## config.mk

```make
export PLATFORM = sky130hd
export DESIGN_NAME = register_file
export DESIGN_NICKNAME = d
export VERILOG_FILES = /design/src/rtl/regfile_pkg.sv /design/src/rtl/regfile_read_port.sv /design/src/rtl/register_file.sv
export SDC_FILE = /design/constraint.sdc
export NUM_CORES = 1
export LEC_CHECK = 0
export CORE_MARGIN = 2
export CORE_UTILIZATION = 30
export DETAILED_ROUTE_END_ITERATION = 12
export PLACE_DENSITY = 0.44
export RECOVER_POWER = 25
export SETUP_SLACK_MARGIN = 0.05
export SLEW_MARGIN = 10
export SYNTH_ARGS = -nofsm -noshare
export SYNTH_HDL_FRONTEND = slang
export SYNTH_SLANG_ARGS = --single-unit
```

## constraint.sdc

```tcl
create_clock -name clk -period 1.59 [get_ports clk]
set_input_delay 0.318 -clock clk [delete_from_list [all_inputs] [get_ports clk]]
set_output_delay 0.318 -clock clk [all_outputs]
set_load 0.1 [all_outputs]
```

## src/rtl/regfile_pkg.sv

```systemverilog
// -----------------------------------------------------------------------------
// regfile_pkg
// Shared definitions for the architectural register file of the 16-bit CPU
// datapath: default geometry and the address/data types used by the file,
// its read ports and the surrounding datapath.
// -----------------------------------------------------------------------------
package regfile_pkg;

    localparam int DEFAULT_ADDR_BITS = 4;
    localparam int DEFAULT_WIDTH     = 16;

    typedef logic [DEFAULT_ADDR_BITS-1:0] reg_addr_t;
    typedef logic [DEFAULT_WIDTH-1:0]     reg_data_t;

endpackage : regfile_pkg

```

## src/rtl/regfile_read_port.sv

```systemverilog
// -----------------------------------------------------------------------------
// regfile_read_port
// One registered read port of the register file. Selects a register from the
// flattened storage bus, applies the zero-register override and (optionally)
// the write-through bypass, and captures the result when re is high. With re
// low the output holds its previous value.
//
// Optional build macro: REGFILE_BYPASS_EN adds the write-through compare and
// the we/waddr/wdata ports.
//
// Ports:
//   clk, rst_n       clock, asynchronous active-low reset
//   re               read enable (capture on rising edge)
//   raddr            read address
//   we/waddr/wdata   write port snoop (only with REGFILE_BYPASS_EN)
//   regs             current contents of every storage register
//   rdata            registered read data
// -----------------------------------------------------------------------------
module regfile_read_port
    import regfile_pkg::*;
#(
    parameter int ADDR_BITS = DEFAULT_ADDR_BITS,
    parameter int WIDTH     = DEFAULT_WIDTH,
    parameter int ZERO_REG  = 1
) (
    input  logic                                  clk,
    input  logic                                  rst_n,
    input  logic                                  re,
    input  logic [ADDR_BITS-1:0]                  raddr,
`ifdef REGFILE_BYPASS_EN
    input  logic                                  we,
    input  logic [ADDR_BITS-1:0]                  waddr,
    input  logic [WIDTH-1:0]                      wdata,
`endif
    input  logic [(1<<ADDR_BITS)-1:0][WIDTH-1:0]  regs,
    output logic [WIDTH-1:0]                      rdata
);

    logic [WIDTH-1:0] sel;

    // NOTE: every signal written in always_comb gets a default first, so no
    // path through the block leaves it unassigned and no latch is inferred.
    always_comb begin
        sel = regs[raddr];
`ifdef REGFILE_BYPASS_EN
        // Same-edge write to the address being read: forward the new data.
        if (we && (raddr == waddr)) begin
            sel = wdata;
        end
`endif
        // Zero-register override is applied last so it wins over the bypass.
        if ((ZERO_REG != 0) && (raddr == '0)) begin
            sel = '0;
        end
    end

    // NOTE: clocked state uses non-blocking assignments so every flop samples
    // the pre-edge values regardless of block evaluation order.
    always_ff @(posedge clk or negedge rst_n) begin
        if (!rst_n) begin
            rdata <= '0;
        end else if (re) begin
            rdata <= sel;
        end
    end

endmodule : regfile_read_port

```

## src/rtl/register_file.sv

```systemverilog
// -----------------------------------------------------------------------------
// register_file
// Architectural register file: 2**ADDR_BITS registers of WIDTH bits, one
// synchronous write port and two registered read ports sharing one read
// enable. Reads return data one cycle after re; rvalid flags that cycle.
// Same-edge write/read of one address returns the old value unless the
// REGFILE_BYPASS_EN macro is defined, in which case the new data is forwarded.
// With ZERO_REG=1 register 0 reads as 0 and ignores writes.
//
// Optional build macro: REGFILE_BYPASS_EN (write-through bypass).
//
// Ports:
//   clk, rst_n            clock, asynchronous active-low reset
//   we, waddr, wdata      write port
//   re                    read enable for both read ports
//   raddr_a, raddr_b      read addresses
//   rdata_a, rdata_b      registered read data
//   rvalid                high the cycle after an accepted read
// -----------------------------------------------------------------------------
module register_file
    import regfile_pkg::*;
#(
    parameter int ADDR_BITS = DEFAULT_ADDR_BITS,
    parameter int WIDTH     = DEFAULT_WIDTH,
    parameter int ZERO_REG  = 1
) (
    input  logic                 clk,
    input  logic                 rst_n,
    input  logic                 we,
    input  logic [ADDR_BITS-1:0] waddr,
    input  logic [WIDTH-1:0]     wdata,
    input  logic                 re,
    input  logic [ADDR_BITS-1:0] raddr_a,
    input  logic [ADDR_BITS-1:0] raddr_b,
    output logic [WIDTH-1:0]     rdata_a,
    output logic [WIDTH-1:0]     rdata_b,
    output logic                 rvalid
);

    localparam int NUM_REGS = 1 << ADDR_BITS;

    logic [NUM_REGS-1:0][WIDTH-1:0] storage;
    logic                           write_ok;

    // Writes to register 0 are dropped when it is the hard-wired zero.
    assign write_ok = we && !((ZERO_REG != 0) && (waddr == '0));

    // NOTE: the storage array is deliberately reset: the architecture
    // requires every register to read 0 after reset, so it is built from
    // resettable flops rather than an inferred RAM.
    always_ff @(posedge clk or negedge rst_n) begin
        if (!rst_n) begin
            storage <= '0;
        end else if (write_ok) begin
            storage[waddr] <= wdata;
        end
    end

    always_ff @(posedge clk or negedge rst_n) begin
        if (!rst_n) begin
            rvalid <= 1'b0;
        end else begin
            rvalid <= re;
        end
    end

    regfile_read_port #(
        .ADDR_BITS (ADDR_BITS),
        .WIDTH     (WIDTH),
        .ZERO_REG  (ZERO_REG)
    ) u_port_a (
        .clk   (clk),
        .rst_n (rst_n),
        .re    (re),
        .raddr (raddr_a),
`ifdef REGFILE_BYPASS_EN
        .we    (we),
        .waddr (waddr),
        .wdata (wdata),
`endif
        .regs  (storage),
        .rdata (rdata_a)
    );

    regfile_read_port #(
        .ADDR_BITS (ADDR_BITS),
        .WIDTH     (WIDTH),
        .ZERO_REG  (ZERO_REG)
    ) u_port_b (
        .clk   (clk),
        .rst_n (rst_n),
        .re    (re),
        .raddr (raddr_b),
`ifdef REGFILE_BYPASS_EN
        .we    (we),
        .waddr (waddr),
        .wdata (wdata),
`endif
        .regs  (storage),
        .rdata (rdata_b)
    );

endmodule : register_file

```

==> After elaboration in Yosys (flattened, before gate mapping) <==
Cells that the tools add are included.
{ "totals": {"ff_bits": 289, "inputBits": 32, "word_cells": 38} }
{ "classes": {"n_lt_le_gt_ge": 4, "mux": 9, "reduce_logical": 6} }
{ "ops": {"columns": ["op", "n"], "rows": [
  ["bitwise mux 256 bit", 1],
  ["binary-select mux 16 bit (select 4 bit)", 2],
  ["2-to-1 mux 16 bit", 5],
  ["demux 16 bit (select 4 bit)", 1],
  ["less-than comparator 4 x 5 -> 1 bit, second input constant", 3],
  ["logical NOT 4 bit", 3],
  [">= comparator 4 x 1 -> 1 bit, second input constant", 1],
  ["logical AND 1 bit", 2],
  ["logical NOT 1 bit", 1]
]} }

==> Longest topological paths before layout <==
Gate-level depths: netlist of run 1.
{ "depth": {"word_depth": 5, "mapped_depth": 8, "ltp_nobuf": 4} }

==> Hierarchy <==
Synthesis of run 1 repeated with hierarchy kept, for this count alone.
{ "hier_totals": {"cells_unflattened": 1054, "hier_area_um2": 14941.8} }
{ "modules_own_cells": {"columns": ["module", "instances", "cells_each", "area_each_um2"], "rows": [
  ["register_file", 1, 572, 9519.1],
  ["regfile_read_port", 2, 241, 2711.4]
]} }

==> Worst setup path before layout of run 1 <==
Ideal clock, no wire load.
{ "synth_timing": {"kind": "in2reg", "from": "input raddr_a[1]", "to": "register u_port_a.rdata[15]", "setup_time_ps": 118, "arrival_time_ps": 1604, "setup_slack_ps": -132, "stages": 6, "n_path_buf": 2, "cell_sequence": "clkbuf_1 -> buf_2 -> mux4_2 -> mux2i_1 -> o22ai_1 -> a21o_1"} }
{ "synth_between": {"elab_chain_cells": 3, "elab_cells_between_ends": 4} }
{ "synth_rtl": {"columns": ["item", "line_no", "source"], "rows": [
  ["from (decl)", "register_file.sv:33", "input logic [ADDR_BITS-1:0] raddr_a,"],
  ["binary-select mux 16 bit (select 4 bit)", "regfile_read_port.sv:44", "sel = regs[raddr];"],
  ["2-to-1 mux 16 bit (implied by the code)", "regfile_read_port.sv:44", null],
  ["2-to-1 mux 16 bit *", "regfile_read_port.sv:52", "if ((ZERO_REG != 0) && (raddr == '0)) begin"],
  ["to (signal assigned)", "regfile_read_port.sv:63", "rdata <= sel;"],
  ["to (decl)", "regfile_read_port.sv:36", "output logic [WIDTH-1:0] rdata"]
]} }
Mark *: on every way between the ends. The rest lies on a longest branch, timed or not. The select of a mux whose other input is x is not followed.
A chain may end at the register's enable or synchronous reset.

==> Final worst setup path of run 1 <==
{ "layout_timing": {"from": "input raddr_a[1]", "to": "register u_port_a.rdata[3]"} }
Same word-level chain as after synthesis.

==> results of run 1 <==
worst min-delay path by stage:
stage | endpoint | slack [ps] | depth (start not counted)
5_1_grt | storage[211] | 180 | 2
6_report | storage[211] | 180 | 2
2_1_floorplan | rvalid | 20 | 0
3_5_place_dp | storage[211] | 150 | 1
4_1_cts | storage[211] | 170 | 2
3_3_place_gp | storage[211] | 160 | 1
logic make-up after synthesis:
logic type | Yosys count | share of synthesized area, %
buffers and inverters | 118 | 3.66
AOI/OAI and AO/OA | 159 | 7.67
muxes | 432 | 35.6
and+or+nand+nor | 125 | 4.22
DFF | 289 | 48.8
routing by layer:
layer | up-vias | part of all wire [%]
met3 | 50 | 3.8
li1 | 4452 | -
met5 | - | 0
met4 | 0 | 1.5
met1 | 5365 | 49
met2 | 206 | 46
cell type report:
cell class                      instances  area, um2
Timing Repair Buffer                  204       2560
Inverter                                2       7.51
Tap cell                              664        831
Clock buffer                           57       1110
Clock inverter                          3       40.0
Fill cell                            4726      29900
Multi-Input combinational cell        716       7110
Sequential cell                       289       7240
cell usage in the layout, fill, tap and decap left out, types with 2 or more instances in the layout:
cell type,instances
buf_4,94
nor2b_1,32
o221ai_1,13
o31a_1,32
nand3b_1,3
nand2b_1,2
nor2_2,8
o221ai_2,2
clkbuf_1,10
dfrtp_1,279
mux2_1,30
dfrtp_2,10
clkinv_2,2
mux2_2,241
nor2_1,31
clkdlybuf4s50_1,23
o21ai_0,23
mux2i_1,112
clkbuf_16,38
clkbuf_4,2
mux4_2,49
nand2_1,19
a2bb2oi_1,15
nand2b_2,2
o22ai_1,33
clkbuf_8,11
a21oi_1,15
a221oi_1,16
o21ai_1,8
or3_1,3
buf_12,76
nor3_1,16
buf_2,3
sequential cells by signal, summed over array words and instances (netlist names):
register	flops
storage	256
u_port_a.rdata	16
rvalid	1
u_port_b.rdata	16
per-stage QoR:
stage               util [%]  total power [mW]  area, um2  std cells  setup slack, ps
detailed placement      36.2              16.2      17700       1872             -501
floorplan                  -              13.9      14900       1123             9.69
CTS                     38.6              24.4      18900       1933             51.0
global route            38.7              25.4      18900       1935             25.3
finish                  38.7              24.2      18900       1935             58.3
global placement        36.2              16.1      17700       1872             -531
report_power, final:
group	switching (mW)	total (mW)	internal, mW
Sequential	1.27	10.2	8.92
Clock	3.17	8.08	4.91
Combinational	2.77	5.90	3.14
repair_timing:
action                                  CTS  global route
endpoints found under the hold margin   167             0
gates resized for setup                  10             9
hold buffers                              1             0
setup buffers                             0             1
endpoints found under the setup margin   10            43
cloned                                    0             1
==> qor.yml, run 1 <==
sta:
  tightest_slew_ps: 853
  max-slew-margin-rel_pct: 43.1
  fmax_mhz: 653
  setup_viol: 0
  hold_viol: 0
  min_period_ps: 1530
  rsz0062_at_grt: "yes"
  finClkSkew_ps: 17.6
  slew_viol_final: 0
  holdWs_ps: 183
  fin_crit_sh_pct: 96.3
  tns_ps: 0
global_routing:
  grtUsageMet3_pct: 3.32
  grt_antenna_before_repair: 0
  grt_pass1_vias: 10800
  grt_max_degree: 47
  grt_first_pass_wirelength_um: 73500
  overflow: 0
  grt.met2_usage_pct: 31.2
  grtUsageTotal_pct: 19.8
  grt_use_met1_pct: 28.6
  top_usage_layer: "met2"
detailed_routing:
  drc: 0
  drt_wl_total_um: 49600
  drt_iter0_drc: 534
  first_pass_iters: 5
  postRouteAntennaNets: 0
  routed_via_density: 5.21
  num_vias: 10100
  avgRoutedWirePerCell_um: 25.6
synth:
  syn_area_um2: 14800
  synth_top_cell_by_area: "dfrtp_1"
  synthTopCellsByCount: "dfrtp_1, mux2_2, mux2i_1"
  avgSynthCellArea_um2: 13.2
  synth_seq_area_share_pct: 48.8
  yosysWarningCount: 0
  syn_inst: 1123
  synthFlopType: "dfrtp_1"
  synth.most_common_cell: "dfrtp_1"
  async_reset_ff_share_pct: 100
  synth_nets: 1155
  synth_edf_count: 0
  synth_top_area_share_pct: 48.8
  synth_seq_cells: 289
  synth.area.top_cells: "dfrtp_1, mux2_2, mux2i_1"
  synth.distinct_cells: 34
critical_path:
  cp.depth: 5
  cp.arrival_ps: 1920
  endpoint_kind: "register"
  r2r_start: "storage[243]"
  cp_top_family: "buffers and inverters"
  crit_path_start_kind: "input pin"
  ff2ff_path_depth: 3
  startpoint: "raddr_a[1]"
  required_ps: 1970
  cp_max_fo: 15
  cp.buffers_inverters: 2
  r2r_end: "u_port_a.rdata[3]"
  crit_chain: "buf_4, buf_4, mux4_2, o221ai_1, o21ai_0"
  cp-endpoint: "u_port_a.rdata[3]"
  criticalPathCategory: "in2reg"
  cp_slowest_stage_delay_ps: 500
  r2r_slack_ps: 70
  crit_top_cell: "buf_4"
  cp_slowest_cell: "mux4_2"
floorplan:
  dieArea_um2: 51200
  core_um2: 48800
  start_util_pct: 30.3
  boundaryPins: 65
  die_h_um: 226
  die_w_um: 226
  rows: 81
power_and_ir_drop:
  power.static_leakage_nw: 8.06
  ir_drop_v: 0.000588
  power_density_nw_per_um2: 1280
layout:
  area_growth_pct: 27.6
  diodes: 0
  nets: 1280
  drive_gt1_share_pct: 43.1
clocking:
  clkTransAtPathRegs_ps: 60
  cts_tree: "yes"
  cts_root_buf: "clkbuf_16"
  numCtsBuffers: 35
  clk_latency_ps: 540
  htreeDepth: 2
  clock_path_buffers: 3
  cts_num_sinks: 289
hold_path:
  hp-class: "in2async"
outcome:
  status: "completed"
place:
  hpwl_um: 31900
  gp_congestion: 0.790
  io_buffers: 64
job:
  max-cap-violations: 0
No activity file was read; power rests on OpenSTA's default activity.
==> run 2: changes to the inputs <==
==> constraint.sdc (replaced) <==
create_clock -name clk -period 1.98 [get_ports clk]
set_input_delay 0.396 -clock clk [delete_from_list [all_inputs] [get_ports clk]]
set_output_delay 0.396 -clock clk [all_outputs]
set_load 0.1 [all_outputs]
==> qor.yml, run 2 (synthesized netlist as in run 1, its figures left out) <==
outcome:
  status: "completed"
layout:
  reg.largest.list: "storage x256, u_port_a.rdata x16, u_port_b.rdata x16"
  final_common_cell: "dfrtp_1"
  nets: 1261
  n_fill_cell: 4780
  top_register: "storage"
  final_cell_mix: "dfrtp_1, mux2_2, buf_4, mux2i_1, mux4_2"
  drive_gt1_share_pct: 41.2
  area_growth_pct: 22.9
  final_cells: 1918
  diodes: 0
  largest_register_ffs: 256
global_routing:
  grt_pass1_vias: 10700
  grt_antenna_before_repair: 2
  grtUsageTotal_pct: 20.5
  overflow: 0
  grt_max_degree: 55
  grt_first_pass_wirelength_um: 75400
critical_path:
  crit_path_start_kind: "register"
  cp_slowest_cell: "dfrtp_1"
  crit_chain: "buf_4"
  cp_top_family: "flip-flops"
  criticalPathCategory: "reg2out"
  cp.arrival_ps: 1350
  cp_max_fo: 2
  required_ps: 1580
  endpoint_kind: "output port"
  cp.buffers_inverters: 1
  cp_slowest_stage_delay_ps: 460
detailed_routing:
  num_vias: 10100
  first_pass_iters: 7
  drt_iter0_drc: 688
  drc: 0
  drt_wl_total_um: 51300
  avgRoutedWirePerCell_um: 26.8
  routed_via_density: 5.27
  postRouteAntennaNets: 0
power_and_ir_drop:
  ir_drop_v: 0.000499
  power_density_nw_per_um2: 1060
  p_total_mw: 19.2
  power.static_leakage_nw: 7.80
clocking:
  numCtsBuffers: 35
  htreeDepth: 2
  postCtsSetupRepairBufs: 0
  cts_resized: 0
  clock_path_buffers: 3
  cts_num_sinks: 289
  cts_root_buf: "clkbuf_16"
  clkTransAtPathRegs_ps: 60
  cts_tree: "yes"
  clk_latency_ps: 550
place:
  gp_congestion: 0.762
  io_buffers: 64
  placedCellCount: 1855
  hpwl_um: 33900
floorplan:
  core_um2: 48800
  start_util_pct: 30.3
  boundaryPins: 65
  die_h_um: 226
  die_w_um: 226
  rows: 81
  dieArea_um2: 51200
sta:
  rsz0062_at_grt: "no"
  slew_viol_final: 0
  tightest_slew_ps: 1080
  fmax_mhz: 574
  tns_ps: 0
  max-slew-margin-rel_pct: 28.1
  min_period_ps: 1740
  hold_viol: 0
  finClkSkew_ps: 18.3
  setup_viol: 0
  fin_crit_sh_pct: 88.0
job:
  max-cap-violations: 0
hold_path:
  hp-class: "in2reg"
==> run 2: changes by cell type in the layout (fill, tap and decap cells not counted), sizes merged <==
cell / delta
clkinv: +3
buf: -16
clkbuf: -4
dlymetal6s2s: -1
clkdlybuf4s50: +1
==> run 2: stage by stage <==
stage	hold WS, ps	instance area, um2	worst slack (ps)	utilization, %
global placement	320	17100	-218	34.9
CTS	298	18200	159	37.3
floorplan	100	14800	180	-
global route	361	18200	133	37.3
detailed placement	313	17100	-216	34.9
finish	332	18200	238	37.3
==> run 2: layout make-up <==
type                    instances  area [um2]  area share [%]
multi-input cells             716        7070            38.8
repair buffers                185        1910            10.5
flip-flops and latches        289        7230            39.7
clock inverters                 6        55.1           0.302
inverters                       2        7.51          0.0412
clock buffers                  56        1110            6.08
well taps                     664         831            4.56
==> run 2: metal layers <==
layer	vias to the layer above	GRT usage [%]	part of all wire [%]
met3	68	2.90	4.0
met2	235	31.9	46
li1	4414	-	-
met1	5395	29.8	48
met4	0	5.65	2.1
met5	-	0	0
==> run 2: path summary, 6_finish.rpt <==
kind / endpoint / depth (start not counted) / start / slack (ps)
max: rdata_a[6] / 1 / u_port_a.rdata[6] / 240
min: u_port_b.rdata[0] / 3 / raddr_b[3] / 330
max reg2reg: u_port_a.rdata[8] / 5 / storage[24] / 470
min reg2reg: storage[11] / 0 / storage[11] / 380
max in group asynchronous: storage[197] / 3 / rst_n / 370
min in group asynchronous: storage[195] / 2 / rst_n / 590
==> run 2: report_power, final <==
group	internal [mW]	total [mW]	switching (mW)
Sequential	7.16	8.16	1.00
Combinational	2.25	4.52	2.27
Clock	3.95	6.55	2.60
==> run 2: repair_timing <==
action                                  CTS  global route
hold buffers                              1             0
hold endpoints to repair                 30             0
endpoints found under the setup margin    0             0
